`config.mk`:
```
export PLATFORM = sky130hd
export DESIGN_NAME = regfile_write_scheduler
export DESIGN_NICKNAME = d
export VERILOG_FILES = /design/src/rtl/regfile_write_scheduler.sv
export SDC_FILE = /design/constraint.sdc
export NUM_CORES = 1
export LEC_CHECK = 0
export ABC_AREA = 1
export CAP_MARGIN = 30
export CORE_MARGIN = 8
export CORE_UTILIZATION = 38
export DETAILED_ROUTE_END_ITERATION = 10
export HOLD_SLACK_MARGIN = 0.15
export PLACE_DENSITY = 0.77
export SLEW_MARGIN = 20
export SYNTH_ARGS = -nofsm -noshare
export SYNTH_HDL_FRONTEND = slang
export SYNTH_SLANG_ARGS = --single-unit
```
`constraint.sdc`:
```
create_clock -name clock -period 1.9 [get_ports clock]
set_clock_uncertainty 0.15 [all_clocks]
set_input_delay 0.38 -clock clock [delete_from_list [all_inputs] [get_ports clock]]
set_output_delay 0.38 -clock clock [all_outputs]
set_load 0.005 [all_outputs]
```
`src/rtl/regfile_write_scheduler.sv`:
```
// Arbitrates ALU, immediate and load-return writebacks onto the register file ports, tracking outstanding loads.
// Latency: grant is combinational; the write / write_immediate strobe follows one clock after the grant.
// Backpressure: loads can never stall; ALU/immediate requesters wait with ready=0 while a load returns or their target is busy.
module regfile_write_scheduler #(
    parameter int NREGS = 16
) (
    input  logic             clock,
    input  logic             reset,
    input  logic             alu_req,
    input  logic [3:0]       alu_index,
    input  logic [31:0]      alu_data,
    output logic             alu_ready,
    input  logic             imm_req,
    input  logic [3:0]       imm_index,
    input  logic [15:0]      imm_data,
    input  logic [1:0]       imm_type,
    output logic             imm_ready,
    input  logic             load_issue,
    input  logic [3:0]       load_issue_index,
    input  logic             load_req,
    input  logic [3:0]       load_index,
    input  logic [31:0]      load_data,
    output logic             write,
    output logic [3:0]       write_index,
    output logic [31:0]      write_data,
    output logic             write_immediate,
    output logic [15:0]      write_immediate_data,
    output logic [1:0]       write_immediate_type,
    output logic [NREGS-1:0] busy,
    output logic             sb_error
);

    typedef enum logic [1:0] {
        IT_BOTTOM   = 2'd0,
        IT_TOP      = 2'd1,
        IT_UNSIGNED = 2'd2,
        IT_SIGNED   = 2'd3
    } imm_type_t;

    // 1 = ALU was granted most recently, so the immediate side wins the next tie.
    logic             last_alu;
    logic             alu_elig;
    logic             imm_elig;
    logic             arb_open;
    logic [NREGS-1:0] busy_nxt;
    logic             proto_err;

    // Grant: load return blocks everyone, busy targets are ineligible, ties go to the side not granted last.
    always_comb begin
        alu_elig  = alu_req && !busy[alu_index];
        imm_elig  = imm_req && !busy[imm_index];
        arb_open  = reset && !load_req;
        alu_ready = arb_open && alu_elig && (!imm_elig || !last_alu);
        imm_ready = arb_open && imm_elig && (!alu_elig || last_alu);
    end

    // Scoreboard next state: clear on load return first so a same-index issue leaves the bit set.
    always_comb begin
        busy_nxt = busy;
        if (load_req)
            busy_nxt[load_index] = 1'b0;
        if (load_issue)
            busy_nxt[load_issue_index] = 1'b1;
        proto_err = (load_issue && busy[load_issue_index] &&
                     !(load_req && (load_index == load_issue_index))) ||
                    (load_req && !busy[load_index]);
    end

    // Scoreboard and sticky protocol-error flag.
    always_ff @(posedge clock) begin
        if (!reset) begin
            busy     <= '0;
            sb_error <= 1'b0;
        end else begin
            busy <= busy_nxt;
            if (proto_err)
                sb_error <= 1'b1;
        end
    end

    // Register-file write ports: strobes pulse for one cycle, data holds when nothing is granted.
    always_ff @(posedge clock) begin
        if (!reset) begin
            write                <= 1'b0;
            write_index          <= '0;
            write_data           <= '0;
            write_immediate      <= 1'b0;
            write_immediate_data <= '0;
            write_immediate_type <= IT_BOTTOM;
        end else begin
            write           <= load_req || alu_ready;
            write_immediate <= imm_ready;
            if (load_req) begin
                write_index <= load_index;
                write_data  <= load_data;
            end else if (alu_ready) begin
                write_index <= alu_index;
                write_data  <= alu_data;
            end
            if (imm_ready) begin
                write_immediate_data <= imm_data;
                write_immediate_type <= imm_type;
            end
        end
    end

    // Round-robin pointer moves only when someone is actually granted.
    always_ff @(posedge clock) begin
        if (!reset)
            last_alu <= 1'b0;
        else if (alu_ready)
            last_alu <= 1'b1;
        else if (imm_ready)
            last_alu <= 1'b0;
    end

endmodule

```
; Word-level counts from Yosys, hierarchy flattened
; Cells that the tools add are included.
[word_totals]
in_bits = 104
ff_bits = 74
[classes]
magnitude_cmp = 6
n_reduce_logical = 27
n_mux = 20
eq_ne = 1
bitwise = 3
[ops]
columns = operator, count
row1 = 32-bit two-way mux, 2
row2 = 16-bit two-way mux, 2
row3 = 4-bit by 5-bit less-than comparator with 1-bit output (second input constant), 4
row4 = 16-bit AND, 1
row5 = 1-bit binary-select mux with 4-bit select, 4
row6 = 16-bit inverter, 1
row7 = 16-bit bitwise OR, 1
row8 = 1-bit logical AND, 13
row9 = 1-bit demux with 4-bit select, 2
row10 = 4-bit by 1-bit greater-or-equal comparator with 1-bit output (second input constant), 2
row11 = 1-bit zero test, 8
row12 = 1-bit two-way mux, 8
row13 = 4-bit two-way mux, 2
row14 = 4-bit == test, 1
row15 = 1-bit logical OR, 4
row16 = 2-bit nonzero test, 2

; Logic depth before layout (Yosys ltp)
[depth]
ltp_word = 9
ltp_mapped = 14
ltp_nobuf = 12

; Least setup slack after synthesis
; No wires, ideal clock.
[synth_path]
path_kind = input to output
start = input port imm_index[0]
end = output port imm_ready
slack_ps = 16
t_arrival_ps = 1354
path_buffers = 3
t_required_ps = 1370
cell_stages = 10
path_cell_list = buf_6 > o211ai_1 > nand3_1 > nand3_2 > nand3_2 > nor2_2 > nand2_2 > buf_6 > inv_8 > buf_12
[synth_via]
elab_chain_cells = 6
[synth_rtl]
columns = element, line
row1 = from (decl), 14  ; input logic [3:0] imm_index,
row2 = 1-bit binary-select mux with 4-bit select, 51  ; imm_elig = imm_req && !busy[imm_index];
row3 = 1-bit two-way mux (not written as such), 51
row4 = 1-bit zero test, 51
row5 = 1-bit logical AND, 51
row6 = 1-bit logical AND (2 in series), 54  ; imm_ready = arb_open && imm_elig && (!alu_elig || last_alu);
row7 = to (decl), 17  ; output logic imm_ready,
; No other way between the ends. The select of a mux whose other input is x is not followed.

; Worst setup path in the final report
[layout_path]
start = register busy[11]
end = output port imm_ready
[layout_via]
elab_chain_cells = 7
elab_cells_between_ends = 12
classes_between = mux (4) / reduce/logical (8)
[layout_rtl]
columns = element, line
row1 = from (decl), 29  ; output logic [NREGS-1:0] busy,
row2 = from (signal assigned), 75  ; busy <= busy_nxt;
row3 = 1-bit binary-select mux with 4-bit select, 50  ; alu_elig = alu_req && !busy[alu_index];
row4 = 1-bit two-way mux (not written as such), 50
row5 = 1-bit zero test, 50
row6 = 1-bit logical AND, 50
row7 = 1-bit zero test, 54
row8 = 1-bit logical OR, 54
row9 = 1-bit logical AND (*), 54
; Mark *: on every way between the ends. The rest lies on a longest branch, timed or not. The select of a mux whose other input is x is not followed.

==> metrics <==
placed insts=929; CP Capture Type=output port; sequential share of the synthesized area=37.9%; vias post-DR=4609; Synth Instances=566; CP cell instances=inv_4, nand2_1, nand3_1, nand3_1, nand3_2, nand3_2, nor2_4, nand2_4, inv_8, buf_6; Async SR Flop Fraction=0%; EDFF count, synth=0; Final Max Tran Viols=0; leakage power=3.04 nW; Initial Util=38.6%; GRT Util Overall=20.8%; HP Class=flip-flop to flip-flop; H-tree depth=3; post-synth top area share=37.9%; Clock transition at path regs=90 ps; Core Region=10100 sq um; clk_lat worst skew=340 ps; clk buf depth=2; Area Overhead vs Synth=69.6%; CP max stage cell=dfxtp_2; Pwr per Cell Area=621 nW/um^2; failing checks=negative setup slack; WL/cell=15.7 um; # diodes=0; site row count=37; Slew headroom=57.8%; Avg Cell Area, Syn=6.91 sq um; Netlist cell types=33; setup TNS=-378 ps; met1 usage=24.1%; count of max-cap constraint violations=0; Port Buffers=178; TritonCTS clock tree=yes; Synth area leader=dfxtp_1; Final Instance Count excl. Fillers=951; Fillers=903; RSZ-0062 raised after global routing=yes; Layout Nets=915; final design utilization=65.4%; ys flop type=dfxtp_1; TritonCTS buffer count=9; Critical Path AT=1590 ps; post-route ant nets=0; WHS=336 ps; Hold Vio Cnt, Final=0; die height=117 um; commonest non-fill, non-tap cell in the layout=clkdlybuf4s50_1; f_max=472 MHz; synthesized flop and latch total=74; final setup vio count=2; initial antenna violation count=0; Initial DRT Pass Iterations=4; CP Class=flip-flop to output port; die area=13800 sq um; worst endpoint required time=1370 ps; Area contributors post-synth=dfxtp_1 (38%), nand2_1 (13%), nor2_1 (11%); most frequent cells in the layout=clkdlybuf4s50_1 (163), nand2_1 (132), nor2_1 (112); TritonCTS Sinks=74; Least-Margin Pin Slew=632 ps; IO Pins=179; Warnings, synthesis=0; largest net degree at the start of global routing=56; GR Layer Usage met2=35.5%; Post-Route WL=14900 um; grt peak-use layer=met2; status=finished, violations left; CTS root buffer=clkbuf_8; Power Total=0.00412 W; fin crit share=112%; Netlist Area Pre-Place=3910 sq um; routability congestion estimate=0.969; setup ws final=-219 ps; vias per inst=4.85; Worst Path Max Fanout=4; crit path time final=2120 ps; First DRT Iteration DRCs=286; CP Launch Type=flip-flop; vias in the first global route=4584; first-pass GRT wire length=23500 um; Peak supply drop=0.377 mV; global routing usage on met3=5.52%; DRC viols=0; Detailed Place HPWL=11700 um; fraction of layout cells with a size suffix above 1=19.4%; Die Wd=117 um; total congestion overflow=0; Post-Syn Nets=670; max incr delay on CP=340 ps
## stage by stage
step | area, sq um | setup WS, ps
final | 6630 | -219
after global routing | 6630 | -295
after floorplan | 3910 | 16.0
after detailed placement | 6240 | -961
after CTS | 6540 | -258
after global placement | 6240 | -911
## registers in the layout (all words and copies together), names as in the netlist
register	count
write	1
last_alu	1
write_index	4
sb_error	1
write_immediate_type	2
write_immediate_data	16
write_immediate	1
busy	16
write_data	32
## where the power goes
part	switching [W]	total [W]	internal [W]
clock network	0.000599	0.00141	0.000808
logic	0.000439	0.00102	0.000578
registers	0.0000510	0.00169	0.00164
## synth_stat cells, types with 2 or more instances
cell	number
inv_1	40
nand2_2	3
o22ai_1	8
clkbuf_1	11
a21oi_1	23
nor2_1	114
mux2i_1	32
nand3_2	3
nand2_1	134
o21ai_0	40
nand3_1	36
nor2_2	10
clkinv_1	2
o211ai_1	3
buf_2	2
dfxtp_1	74
nand4_1	2
buf_6	10
a22oi_1	5
## worst paths after layout
kind	startpoint	to	slack (ps)	cells past startpoint
worst max-delay path	busy[11]$_SDFF_PN0_	imm_ready	-220	10
worst min-delay path	write_data[6]$_SDFFE_PN0P_	write_data[6]$_SDFFE_PN0P_	340	2
worst max register to register	busy[5]$_SDFF_PN0_	write_data[14]$_SDFFE_PN0P_	50	14
worst min register to register	write_data[6]$_SDFFE_PN0P_	write_data[6]$_SDFFE_PN0P_	340	2
## layout make-up
| cell class | instances | area, sq um | share of cell area, % |
|---|---|---|---|
| clock buffer | 11 | 151 | 2.28 |
| tap | 136 | 170 | 2.57 |
| inverter | 44 | 185 | 2.79 |
| multi-input combinational | 423 | 2110 | 31.8 |
| sequential | 74 | 1500 | 22.6 |
| clock inverter | 4 | 73.8 | 1.11 |
| timing repair buffer | 259 | 2440 | 36.8 |
## critical path, delay by kind of cell, from the launching register on
kind / cells / cell delay [ps]
flops: 1 / 340
buf+inv: 3 / 220
simple gates: 7 / 670
## cells by family (layout without fill, tap and decap cells)
kind of cell / after synthesis / in the layout / share of synthesized area (%)
AND/OR/NAND/NOR: 305 / 305 / 32.2
AO/OA/AOI/OAI: 85 / 85 / 12.3
flip-flops: 74 / 74 / 37.9
buffers and inverters: 69 / 318 / 9.22
multiplexers: 32 / 32 / 8.19
XOR/XNOR: 1 / 1 / 0.224
## metal layers
metal,share of wire [%],vias up
met2,49,155
li1,-,2322
met3,7.1,29
met4,2.5,0
met5,0,-
met1,42,2103
## what timing repair did
action                                  4_1_cts  5_1_grt
gates resized for setup                      52       34
hold buffers                                  0        0
gates cloned                                  1        1
endpoints found under the setup margin       59       60
pin swaps                                     9       12
buffers inserted                              5        2
Note: power is estimated with default switching activity, not from simulation.
